==> src/rtl/ex_muldiv_unit_pkg.sv <==
// Shared definitions for the EX-stage RV32M multiply/divide engine:
// M-op encodings, FSM states and operand signedness helpers.
package ex_muldiv_unit_pkg;

    localparam int unsigned XLEN = 32;

    typedef enum logic [2:0] {
        MD_MUL    = 3'd0,
        MD_MULH   = 3'd1,
        MD_MULHSU = 3'd2,
        MD_MULHU  = 3'd3,
        MD_DIV    = 3'd4,
        MD_DIVU   = 3'd5,
        MD_REM    = 3'd6,
        MD_REMU   = 3'd7
    } md_op_e;

    typedef enum logic [1:0] {
        MD_IDLE = 2'd0,
        MD_CALC = 2'd1,
        MD_DONE = 2'd2
    } md_state_e;

    // MUL takes the low half, which is identical for signed and unsigned operands
    function automatic logic op_signed_a(md_op_e op);
        return (op == MD_MULH) || (op == MD_MULHSU) || (op == MD_DIV) || (op == MD_REM);
    endfunction

    function automatic logic op_signed_b(md_op_e op);
        return (op == MD_MULH) || (op == MD_DIV) || (op == MD_REM);
    endfunction

endpackage

==> src/rtl/ex_muldiv_unit_if.sv <==
// Pipeline-side handshake of the multiply/divide engine: operands and op
// from ID/EX, stall/done/result back to the hazard logic and writeback.
interface ex_muldiv_unit_if #(
    parameter int unsigned XLEN = ex_muldiv_unit_pkg::XLEN
);
    logic            start_EXMD;
    logic [2:0]      op_EXMD;
    logic [XLEN-1:0] rs1_EXMD;
    logic [XLEN-1:0] rs2_EXMD;
    logic            flush_EXMD;
    logic            stall_EXMD;
    logic            done_EXMD;
    logic [XLEN-1:0] result_EXMD;

    modport master (
        output start_EXMD, op_EXMD, rs1_EXMD, rs2_EXMD, flush_EXMD,
        input  stall_EXMD, done_EXMD, result_EXMD
    );

    modport slave (
        input  start_EXMD, op_EXMD, rs1_EXMD, rs2_EXMD, flush_EXMD,
        output stall_EXMD, done_EXMD, result_EXMD
    );
endinterface

==> src/rtl/ex_muldiv_unit_md_sign_fix.sv <==
// Two-lane conditional two's-complement negate; used for operand magnitudes
// on the way in and for product/quotient/remainder sign restoration on the way out.
module md_sign_fix #(
    parameter int unsigned WA = 32,
    parameter int unsigned WB = 32
) (
    input  logic [WA-1:0] i_a,
    input  logic [WB-1:0] i_b,
    input  logic          i_neg_a,
    input  logic          i_neg_b,
    output logic [WA-1:0] o_a,
    output logic [WB-1:0] o_b
);

    assign o_a = i_neg_a ? (~i_a + WA'(1)) : i_a;
    assign o_b = i_neg_b ? (~i_b + WB'(1)) : i_b;

endmodule

==> src/rtl/ex_muldiv_unit.sv <==
// Iterative radix-2 RV32M multiply/divide engine in EX; state advances on the
// falling clock edge like the pipeline registers, stalling the front end while busy.
module ex_muldiv_unit
    import ex_muldiv_unit_pkg::*;
#(
    parameter int unsigned XLEN = ex_muldiv_unit_pkg::XLEN
) (
    input  logic                 clk_EXMD,
    input  logic                 rst_n_EXMD,
    ex_muldiv_unit_if.slave      md
);

    localparam int unsigned CW = $clog2(XLEN + 1);

    md_state_e         r_state;
    md_state_e         w_next;
    md_op_e            r_op;
    md_op_e            w_op;
    logic [2*XLEN-1:0] r_acc;
    logic [XLEN-1:0]   r_b;
    logic              r_neg_res;
    logic              r_neg_rem;
    logic [CW-1:0]     r_cnt;
    logic              r_done;
    logic [XLEN-1:0]   r_result;

    logic              w_accept;
    logic              w_stall;
    logic              w_neg_a;
    logic              w_neg_b;
    logic [XLEN-1:0]   w_abs_a;
    logic [XLEN-1:0]   w_abs_b;
    logic              w_div_zero;
    logic              w_div_ovf;
    logic              w_corner;

    logic [XLEN:0]     w_mul_sum;
    logic [2*XLEN-1:0] w_mul_next;
    logic [XLEN:0]     w_rem_sh;
    logic              w_ge;
    logic [XLEN-1:0]   w_diff;
    logic [2*XLEN-1:0] w_div_next;

    logic [2*XLEN-1:0] w_lane_a;
    logic [2*XLEN-1:0] w_fix_a;
    logic [XLEN-1:0]   w_fix_b;
    logic [XLEN-1:0]   w_result;

    assign w_op    = md_op_e'(md.op_EXMD);
    assign w_neg_a = op_signed_a(w_op) & md.rs1_EXMD[XLEN-1];
    assign w_neg_b = op_signed_b(w_op) & md.rs2_EXMD[XLEN-1];

    md_sign_fix #(.WA(XLEN), .WB(XLEN)) u_fix_in (
        .i_a     (md.rs1_EXMD),
        .i_b     (md.rs2_EXMD),
        .i_neg_a (w_neg_a),
        .i_neg_b (w_neg_b),
        .o_a     (w_abs_a),
        .o_b     (w_abs_b)
    );

    assign w_div_zero = w_op[2] && (md.rs2_EXMD == '0);
    assign w_div_ovf  = ((w_op == MD_DIV) || (w_op == MD_REM))
                        && (md.rs1_EXMD == {1'b1, {(XLEN-1){1'b0}}})
                        && (md.rs2_EXMD == '1);
    assign w_corner   = w_div_zero | w_div_ovf;

    always_comb begin
        w_next   = r_state;
        w_accept = 1'b0;
        w_stall  = 1'b0;
        case (r_state)
            MD_IDLE: begin
                if (md.start_EXMD && !md.flush_EXMD) begin
                    w_accept = 1'b1;
                    w_stall  = 1'b1;
                    w_next   = w_corner ? MD_DONE : MD_CALC;
                end
            end
            MD_CALC: begin
                w_stall = 1'b1;
                if (md.flush_EXMD)
                    w_next = MD_IDLE;
                else if (r_cnt == CW'(1))
                    w_next = MD_DONE;
            end
            MD_DONE: w_next = MD_IDLE;
            default: w_next = MD_IDLE;
        endcase
    end

    assign md.stall_EXMD = rst_n_EXMD & w_stall;

    // Multiply: shift-add with the multiplier in the low half of r_acc.
    assign w_mul_sum  = {1'b0, r_acc[2*XLEN-1:XLEN]} + (r_acc[0] ? {1'b0, r_b} : {(XLEN+1){1'b0}});
    assign w_mul_next = {w_mul_sum, r_acc[XLEN-1:1]};

    // Divide: restoring step; remainder in the high half, quotient shifts into the low half.
    assign w_rem_sh   = r_acc[2*XLEN-1:XLEN-1];
    assign w_ge       = w_rem_sh >= {1'b0, r_b};
    assign w_diff     = w_rem_sh[XLEN-1:0] - r_b;
    assign w_div_next = {(w_ge ? w_diff : w_rem_sh[XLEN-1:0]), r_acc[XLEN-2:0], w_ge};

    always_ff @(negedge clk_EXMD or negedge rst_n_EXMD) begin
        if (!rst_n_EXMD)
            r_state <= MD_IDLE;
        else
            r_state <= w_next;
    end

    always_ff @(negedge clk_EXMD or negedge rst_n_EXMD) begin
        if (!rst_n_EXMD) begin
            r_op      <= MD_MUL;
            r_acc     <= '0;
            r_b       <= '0;
            r_neg_res <= 1'b0;
            r_neg_rem <= 1'b0;
            r_cnt     <= '0;
            r_done    <= 1'b0;
            r_result  <= '0;
        end else begin
            r_done <= 1'b0;
            case (r_state)
                MD_IDLE: begin
                    if (w_accept) begin
                        r_op  <= w_op;
                        r_cnt <= CW'(XLEN);
                        // Corner cases preload {remainder, quotient} so DONE reuses the normal result path.
                        if (w_div_zero) begin
                            r_acc     <= {md.rs1_EXMD, {XLEN{1'b1}}};
                            r_neg_res <= 1'b0;
                            r_neg_rem <= 1'b0;
                        end else if (w_div_ovf) begin
                            r_acc     <= {{XLEN{1'b0}}, md.rs1_EXMD};
                            r_neg_res <= 1'b0;
                            r_neg_rem <= 1'b0;
                        end else begin
                            r_acc     <= {{XLEN{1'b0}}, (w_op[2] ? w_abs_a : w_abs_b)};
                            r_b       <= w_op[2] ? w_abs_b : w_abs_a;
                            r_neg_res <= w_neg_a ^ w_neg_b;
                            r_neg_rem <= w_neg_a;
                        end
                    end
                end
                MD_CALC: begin
                    if (!md.flush_EXMD) begin
                        r_acc <= r_op[2] ? w_div_next : w_mul_next;
                        r_cnt <= r_cnt - CW'(1);
                    end
                end
                MD_DONE: begin
                    if (!md.flush_EXMD) begin
                        r_done   <= 1'b1;
                        r_result <= w_result;
                    end
                end
                default: ;
            endcase
        end
    end

    assign w_lane_a = r_op[2] ? {{XLEN{1'b0}}, r_acc[XLEN-1:0]} : r_acc;

    md_sign_fix #(.WA(2*XLEN), .WB(XLEN)) u_fix_out (
        .i_a     (w_lane_a),
        .i_b     (r_acc[2*XLEN-1:XLEN]),
        .i_neg_a (r_neg_res),
        .i_neg_b (r_neg_rem),
        .o_a     (w_fix_a),
        .o_b     (w_fix_b)
    );

    always_comb begin
        w_result = w_fix_a[XLEN-1:0];
        case (r_op)
            MD_MUL, MD_DIV, MD_DIVU:       w_result = w_fix_a[XLEN-1:0];
            MD_MULH, MD_MULHSU, MD_MULHU:  w_result = w_fix_a[2*XLEN-1:XLEN];
            MD_REM, MD_REMU:               w_result = w_fix_b;
            default:                       w_result = w_fix_a[XLEN-1:0];
        endcase
    end

    assign md.done_EXMD   = r_done;
    assign md.result_EXMD = r_result;

endmodule

==> src/flat_wrapper.sv <==
// flat-port wrapper written by rule: the top's interface ports become plain ports
module ex_muldiv_unit_flat import ex_muldiv_unit_pkg::*;
#(
    parameter int unsigned XLEN = ex_muldiv_unit_pkg::XLEN
)
  (clk_EXMD, rst_n_EXMD, md_start_EXMD, md_op_EXMD, md_rs1_EXMD, md_rs2_EXMD, md_flush_EXMD, md_stall_EXMD, md_done_EXMD, md_result_EXMD);
  ex_muldiv_unit_if #(.XLEN(XLEN)) md_i ();
  input  logic clk_EXMD;
  input  logic rst_n_EXMD;
  input wire logic [$bits(md_i.start_EXMD)-1:0] md_start_EXMD;
  input wire logic [$bits(md_i.op_EXMD)-1:0] md_op_EXMD;
  input wire logic [$bits(md_i.rs1_EXMD)-1:0] md_rs1_EXMD;
  input wire logic [$bits(md_i.rs2_EXMD)-1:0] md_rs2_EXMD;
  input wire logic [$bits(md_i.flush_EXMD)-1:0] md_flush_EXMD;
  output wire logic [$bits(md_i.stall_EXMD)-1:0] md_stall_EXMD;
  output wire logic [$bits(md_i.done_EXMD)-1:0] md_done_EXMD;
  output wire logic [$bits(md_i.result_EXMD)-1:0] md_result_EXMD;
  assign md_i.start_EXMD = md_start_EXMD;
  assign md_i.op_EXMD = md_op_EXMD;
  assign md_i.rs1_EXMD = md_rs1_EXMD;
  assign md_i.rs2_EXMD = md_rs2_EXMD;
  assign md_i.flush_EXMD = md_flush_EXMD;
  assign md_stall_EXMD = md_i.stall_EXMD;
  assign md_done_EXMD = md_i.done_EXMD;
  assign md_result_EXMD = md_i.result_EXMD;
  ex_muldiv_unit #(.XLEN(XLEN)) u_core (.clk_EXMD(clk_EXMD), .rst_n_EXMD(rst_n_EXMD), .md(md_i));
endmodule
==> config.mk <==
export PLATFORM = sky130hd
export DESIGN_NAME = ex_muldiv_unit_flat
export DESIGN_NICKNAME = d
export VERILOG_FILES = /design/src/rtl/ex_muldiv_unit_pkg.sv /design/src/rtl/ex_muldiv_unit_if.sv /design/src/rtl/ex_muldiv_unit_md_sign_fix.sv /design/src/rtl/ex_muldiv_unit.sv /design/src/flat_wrapper.sv
export SDC_FILE = /design/constraint.sdc
export NUM_CORES = 1
export LEC_CHECK = 0
export CAP_MARGIN = 25
export CORE_ASPECT_RATIO = 1.2
export CORE_MARGIN = 2
export CORE_UTILIZATION = 33
export CTS_BUF_LIST = sky130_fd_sc_hd__clkbuf_16
export CTS_CLUSTER_SIZE = 8
export DETAILED_ROUTE_END_ITERATION = 10
export HOLD_SLACK_MARGIN = 0.06
export MAX_ROUTING_LAYER = met4
export SLEW_MARGIN = 0
export SYNTH_ARGS = -nofsm -noshare
export SYNTH_HDL_FRONTEND = slang
export SYNTH_HIERARCHICAL = 1
export SYNTH_SLANG_ARGS = --single-unit
==> constraint.sdc <==
create_clock -name clk_EXMD -period 10.03 [get_ports clk_EXMD]
set_input_delay 2.006 -clock clk_EXMD [delete_from_list [all_inputs] [get_ports clk_EXMD]]
set_output_delay 2.006 -clock clk_EXMD [all_outputs]
set_load 0.1 [all_outputs]
# --- After elaboration in Yosys (flattened, before gate mapping) ---
# Index checks and enable logic that the tools add are counted.
word_totals:
  register_bits: 142
  inputBits: 71
  out_inout_bits: 34
  elab_cells: 105
op_classes:
  add_sub_neg: 7
  n_lt_le_gt_ge: 1
  n_eq_ne: 20
  muxes: 33
  bitwise_logic: 12
  reduce_logical: 23
ops:
  columns: ["operator", "n"]
  rows:
  - ["$mux W64", 6]
  - ["$mux W32", 8]
  - ["$pmux W64 S2", 1]
  - ["$add A32 B1 Y32 const B", 3]
  - ["$not A32 Y32", 3]
  - ["$pmux W32 S3", 1]
  - ["$add A64 B1 Y64 const B", 1]
  - ["$eq A32 B32 Y1 const B", 2]
  - ["$not A64 Y64", 1]
  - ["$add A32 B33 Y33", 1]
  - ["$ge A33 B32 Y1", 1]
  - ["$logic_not A32 Y1", 1]
  - ["$sub A32 B32 Y32", 1]
  - ["$eq A3 B3 Y1 const B", 6]
  - ["$mux W6", 2]
  - ["$pmux W6 S2", 1]
  - ["$eq A3 B2 Y1 const B", 3]
  - ["$mux W1", 8]
  - ["$mux W2", 4]
  - ["$eq A3 B1 Y1 const B", 2]
  - ["$eq A6 B1 Y1 const B", 1]
  - ["$logic_or A1 B1 Y1", 6]
  - ["$reduce_and A2 Y1", 3]
  - ["$reduce_or A3 Y1", 2]
  - ["20 further kinds", 28]

# --- Longest topological paths before layout ---
# Gate-level depths: netlist of the first run.
depth:
  word_depth: 11
  mapped_depth: 14
  ltp_nobuf: 13

# --- Modules after synthesis ---
# Netlist of the first run, hierarchy kept.
modules_own_cells:
  columns: ["module", "n_inst", "cells_each", "area_each_um2", "seq_area_each_um2"]
  rows:
  - ["ex_muldiv_unit", 1, 1544, 12294.3, 3553.4]
  - ["md_sign_fix at u_core.u_fix_out", 1, 299, 2145.8, 0.0]
  - ["md_sign_fix at u_core.u_fix_in", 1, 189, 1452.6, 0.0]

==> flow_metrics.env, run 1 <==
export IMPL_status="finished clean"
export IMPL_yosysSeqAreaShare_pct=22.4
export IMPL_yosys_warnings=6
export IMPL_fin_util_pct=38.5
export IMPL_grt_usage_pct=26.2
export IMPL_drive_gt1_share_pct=9.86
export IMPL_ys_flop_type="dfrtn_1"
export IMPL_final_cell_area_mm2=0.0184
export IMPL_postCtsSetupBuffers=0
export IMPL_grt_overflow=0
export IMPL_cap_violations=0
export IMPL_end_kind="flip-flop"
export IMPL_die_h_um=244
export IMPL_dieArea_mm2=0.0499
export IMPL_grt_pass1_vias=15600
export IMPL_cts_tree="yes"
export IMPL_synthArstFlopShare_pct=100
export IMPL_gp_congestion=0.975
export IMPL_antenna_left=0
export IMPL_area_growth_pct=15.8
export IMPL_maxSlewHeadroom_pct=33.4
export IMPL_crit_chain="clkdlybuf4s50_1 -> or4_4 -> or4_4 -> buf_4 -> o31ai_1 -> xnor2_1 -> mux2_2 -> a21oi_1 -> a21oi_1"
export IMPL_wl_per_cell_um=23.2
export IMPL_start_util_pct=33.3
export IMPL_grt_pass1_wl_um=96700
export IMPL_first_pass_iters=5
export IMPL_cp_start_kind="input port"
export IMPL_initialDrtViolationCount=1600
export IMPL_required_ns=5.27
export IMPL_dpl_cell_area_mm2=0.0178
export IMPL_num_vias=16400
export IMPL_clockBufferDepth=2
export IMPL_yosys_register_bits=142
export IMPL_post_dp_hpwl_um=50400
export IMPL_critPathSlowestCell="or4_4"
export IMPL_min_delay_path_class="reg2reg"
export IMPL_final_nets=2250
export IMPL_die_w_um=204
export IMPL_coreArea_mm2=0.0478
export IMPL_clock_latency_ns=0.43
export IMPL_setup_viol=0
export IMPL_ir_worst_vdd_mv=0.136
export IMPL_grt_max_degree=77
export IMPL_mostFrequentLayoutCell="a21oi_1"
export IMPL_fill_cells=4998
export IMPL_hold_violations=0
export IMPL_path_clk_slew_ns=0.05
export IMPL_antenna_found_initial=1
export IMPL_io_pins=105
export IMPL_yosysUniqueCellTypes=84
export IMPL_setup_tns_final_ns=0
export IMPL_cts_buffers=17
export IMPL_finalWirelength_um=64000
export IMPL_slowest_delay_ns=0.58
export IMPL_synth_area_mm2=0.0159
export IMPL_tightest_slew_ns=0.996
export IMPL_cts_num_sinks=142
export IMPL_cts_resized=0
export IMPL_remaining_drc_errors=0
export IMPL_root_buffer="clkbuf_16"
export IMPL_rows=88
export IMPL_arrival_ns=4.74
export IMPL_powerDensity_mw_per_mm2=302
export IMPL_synth_edf_count=0
export IMPL_critical_path_class="in2reg"
export IMPL_syn_area_per_cell_um2=7.82
export IMPL_htree_levels=4
export IMPL_postCtsHoldBufs=0
export IMPL_slew_viol_final=0
export IMPL_skew_ns=0.0160
export IMPL_netlist_instances=2032
export IMPL_viasPerCell=5.95
export IMPL_cp_max_fo=9
export IMPL_p_leak_nw=7.17
export IMPL_rsz0062_at_grt="no"
export IMPL_final_cell_mix="187 x a21oi_1, 186 x xnor2_1, 181 x nand2_1"
export IMPL_synth_fp_nets=2175
export IMPL_io_buffers=104
## routing by layer
layer  track usage [%]  routed length, um
met1              32.2              26900
met2              42.6              30500
met3              3.13               3480
met4              12.4               3130
met5                 -                  0
## area by class of cell
type	count	area [um^2]	share of cell area, %
multi-input cells	1707	11600	63.1
well taps	630	788	4.28
flip-flops and latches	142	3550	19.3
repair buffers	175	1600	8.71
clock inverters	15	176	0.959
diodes	1	2.50	0.0136
inverters	64	240	1.31
clock buffers	17	425	2.31
## stage by stage
step | worst slack [ns] | instances | hold WS [ns] | power, mW
after floorplan | 0.298 | 2032 | 0.409 | 3.71
after global placement | 0.137 | 2717 | 0.427 | 4.77
after detailed placement | 0.142 | 2717 | 0.426 | 4.79
after CTS | 0.566 | 2749 | 0.426 | 5.49
after global routing | 0.454 | 2751 | 0.472 | 5.90
final | 0.528 | 2751 | 0.424 | 5.55
## sequential cells by signal, summed over array words and instances (netlist names)
signal                 cells
u_core/md.done_EXMD        1
u_core/md.result_EXMD     32
u_core/r_acc              64
u_core/r_b                32
u_core/r_cnt               6
u_core/r_neg_rem           1
u_core/r_neg_res           1
u_core/r_op                3
u_core/r_state             2
## cell families (layout without fill, tap and decap cells)
group / count (synthesis) / after routing / synth area share (%)
xor gates and xnor gates: 207 / 207 / 11.4
DFF: 142 / 142 / 22.4
muxes: 121 / 121 / 7.97
other: 0 / 1 / 0
AOI/OAI and AO/OA: 631 / 631 / 26.2
and+or+nand+nor: 676 / 676 / 21.6
adders and majority gates: 72 / 72 / 5.76
buffers and inverters: 183 / 271 / 4.72
## critical path: cells and delay by family
family	cells	cell delay, ns
compound gates	3	0.54
xor+xnor	1	0.13
buf+inv	2	0.62
mux	1	0.27
simple gates	2	1.16
## cells in the mapped netlist, types with 5 or more instances
| library cell | count | share of area (%) |
|---|---|---|
| and2_1 | 36 | 1.4 |
| nand2b_1 | 18 | 0.71 |
| inv_1 | 62 | 1.5 |
| o21ai_1 | 6 | 0.19 |
| o21ai_0 | 140 | 4.4 |
| nand4_1 | 33 | 1.3 |
| xnor2_1 | 186 | 10 |
| nand3_1 | 27 | 0.85 |
| a31oi_1 | 41 | 1.6 |
| and3_1 | 14 | 0.55 |
| or2_2 | 10 | 0.39 |
| ha_1 | 70 | 5.5 |
| a22oi_1 | 30 | 1.4 |
| a21oi_1 | 187 | 5.9 |
| a21o_1 | 21 | 0.99 |
| or4_1 | 18 | 0.85 |
| buf_2 | 8 | 0.25 |
| a221oi_1 | 13 | 0.72 |
| clkbuf_1 | 96 | 2.3 |
| o22ai_1 | 8 | 0.31 |
| o21a_1 | 11 | 0.52 |
| nor4_1 | 24 | 0.94 |
| o211ai_1 | 9 | 0.43 |
| nor2b_1 | 41 | 1.6 |
| a211oi_1 | 20 | 0.94 |
| o41ai_1 | 24 | 1.3 |
| nor3b_1 | 7 | 0.33 |
| mux2i_1 | 77 | 4.8 |
| nor2_1 | 175 | 4.1 |
| o21bai_1 | 10 | 0.47 |
| nand2_1 | 183 | 4.3 |
| mux2_1 | 5 | 0.35 |
| or3_1 | 25 | 0.98 |
| o41ai_2 | 11 | 1.1 |
| buf_4 | 6 | 0.28 |
| buf_1 | 5 | 0.12 |
| or4_4 | 6 | 0.43 |
| mux2_2 | 39 | 2.8 |
| xor2_1 | 21 | 1.2 |
| o31ai_1 | 60 | 2.8 |
| nor3_1 | 33 | 1.0 |
| a221o_1 | 5 | 0.31 |
| dfrtn_1 | 142 | 22 |
## final timing paths
check / startpoint / end / slack (ns) / cells past startpoint
max reg2reg: u_core/r_acc[0] / u_core/r_acc[63] / 5.78 / 12
max in group asynchronous: rst_n_EXMD / u_core/r_acc[20] / 2.56 / 2
min reg2reg: u_core/md.result_EXMD[2] / u_core/md.result_EXMD[2] / 0.42 / 2
min in group asynchronous: rst_n_EXMD / u_core/md.done_EXMD / 6.50 / 1
max: md_rs1_EXMD[12] / u_core/r_acc[27] / 0.53 / 9
min: u_core/md.result_EXMD[2] / u_core/md.result_EXMD[2] / 0.42 / 2
## power by group
group	total, mW	switching, mW	internal [mW]	leakage (nW)
sequential	1.22	0.440	0.776	1.77
clock	0.682	0.306	0.375	0.287
combinational	3.66	2.26	1.39	5.11
Note: power is estimated with default switching activity, not from simulation.
==> inputs of run 2 (changes only) <==
- DONT_BUFFER_PORTS: unset -> 1
- GPL_ROUTABILITY_DRIVEN: unset -> 0
==> run 2 against run 1 <==
- the flow now finishes with violations (DRC)
- critical path type unchanged
- global-route usage shrank 1.4 points
- clock skew shrank 0.0036 ns
- cell count shrank 5.2%
- non-clock buffer count shrank 141
- largest power group unchanged
==> flow_metrics.env, run 2 (same netlist as run 1, synthesis figures left out) <==
export IMPL_rsz0062_at_grt="no"
export IMPL_p_leak_nw=6.60
export IMPL_area_growth_pct=7.58
export IMPL_grt_pass1_vias=14800
export IMPL_coreArea_mm2=0.0478
export IMPL_cts_resized=0
export IMPL_remaining_drc_errors=1
export IMPL_ff_latch_area_mm2=0.00355
export IMPL_setup_tns_final_ns=0
export IMPL_min_delay_path_class="reg2reg"
export IMPL_critical_path_class="in2reg"
export IMPL_fill_cells=5073
export IMPL_arrival_ns=4.30
export IMPL_io_pins=105
export IMPL_violations="DRC"
export IMPL_path_clk_slew_ns=0.05
export IMPL_postCtsHoldBufs=0
export IMPL_cts_buffers=17
export IMPL_dieArea_mm2=0.0499
export IMPL_antenna_found_initial=0
export IMPL_hold_depth=2
export IMPL_viasPerCell=6.10
export IMPL_largest_reg_flops=64
export IMPL_post_dp_hpwl_um=46900
export IMPL_end_kind="flip-flop"
export IMPL_whs_ns=0.434
export IMPL_num_vias=15900
export IMPL_final_cell_mix="187 x a21oi_1, 186 x xnor2_1, 181 x nand2_1"
export IMPL_largest_register="u_core/r_acc"
export IMPL_drive_gt1_share_pct=8.59
export IMPL_start_util_pct=33.3
export IMPL_grt_overflow=0
export IMPL_powerDensity_mw_per_mm2=313
export IMPL_stdcell_count=2609
export IMPL_finalWirelength_um=60900
export IMPL_p_total_mw=5.35
export IMPL_die_h_um=244
export IMPL_initialDrtViolationCount=1655
export IMPL_tightest_slew_ns=0.995
export IMPL_cp_start_kind="input port"
export IMPL_rows=88
export IMPL_first_pass_iters=11
export IMPL_required_ns=5.27
export IMPL_ir_worst_vdd_mv=0.134
export IMPL_die_w_um=204
export IMPL_grt_max_degree=144
export IMPL_diodes=0
export IMPL_io_buffers=0
export IMPL_dp_cells=2575
export IMPL_mostFrequentLayoutCell="a21oi_1"
export IMPL_cts_tree="yes"
export IMPL_antenna_left=0
export IMPL_setup_viol=0
export IMPL_skew_ns=0.0124
export IMPL_multi_input_area_mm2=0.0116
export IMPL_clockBufferDepth=2
export IMPL_wl_per_cell_um=23.3
export IMPL_postCtsSetupBuffers=0
export IMPL_grt_pass1_wl_um=91300
export IMPL_root_buffer="clkbuf_16"
export IMPL_rr_worst_depth=13
export IMPL_final_nets=2109
export IMPL_cap_violations=0
export IMPL_grt_usage_pct=24.7
export IMPL_maxSlewHeadroom_pct=33.0
export IMPL_cp_max_fo=12
export IMPL_clock_latency_ns=0.43
export IMPL_hold_violations=0
export IMPL_htree_levels=4
export IMPL_cts_num_sinks=142
export IMPL_status="complete, but fails checks"
export IMPL_slew_viol_final=0
==> run 2: cell types whose count changed in the layout (fill, tap and decap cells not counted), moves of 3 or more <==
cell	previous run	this run
buf_4	70	30
clkdlybuf4s50_1	101	0
clkinv_2	0	3
clkinv_4	1	4
inv_8	5	0
==> run 2: layout make-up <==
class	count	area share, %
timing repair buffer	34	1.83
clock inverter	15	0.871
inverter	64	1.41
multi-input combinational	1707	68.0
sequential	142	20.8
clock buffer	17	2.49
tap	630	4.61
==> run 2: through the flow <==
stage / instance area, um^2 / utilization (%) / worst slack, ns
6_report: 17100 / 35.8 / 0.964
3_3_place_gp: 16500 / 34.5 / 0.612
3_5_place_dp: 16500 / 34.5 / 0.616
5_1_grt: 17100 / 35.8 / 0.855
2_1_floorplan: 15900 / - / 0.298
4_1_cts: 17100 / 35.7 / 1.06
==> run 2: critical path, stage by stage <==
cell and delay (ns):
or4_4 0.52, or4_4 0.63, o41ai_1 0.43, xnor2_1 0.16, mux2_2 0.29, a21oi_1 0.15
a21oi_1 0.09
==> run 2: path summary, 6_finish.rpt <==
kind	start	to	slack (ns)
max	md_rs1_EXMD[12]	u_core/r_acc[22]	0.96
min	u_core/r_neg_res	u_core/r_neg_res	0.43
max reg2reg	u_core/r_acc[0]	u_core/r_acc[53]	6.06
min reg2reg	u_core/r_neg_res	u_core/r_neg_res	0.43
max in group asynchronous	rst_n_EXMD	u_core/r_b[4]	3.54
min in group asynchronous	rst_n_EXMD	u_core/md.done_EXMD	6.17
==> run 2: power by group <==
part           total [mW]  switching [mW]  internal (mW)
Combinational        3.25            1.93           1.32
Sequential           1.45           0.681          0.770
Clock               0.648           0.284          0.364
Total                5.35            2.89           2.45
==> run 2: layer usage <==
metal / track usage (%) / share of wire (%)
met4: 15.7 / 7.3
met5: - / 0
met2: 39.7 / 47
met3: 3.54 / 7.1
met1: 29.0 / 39
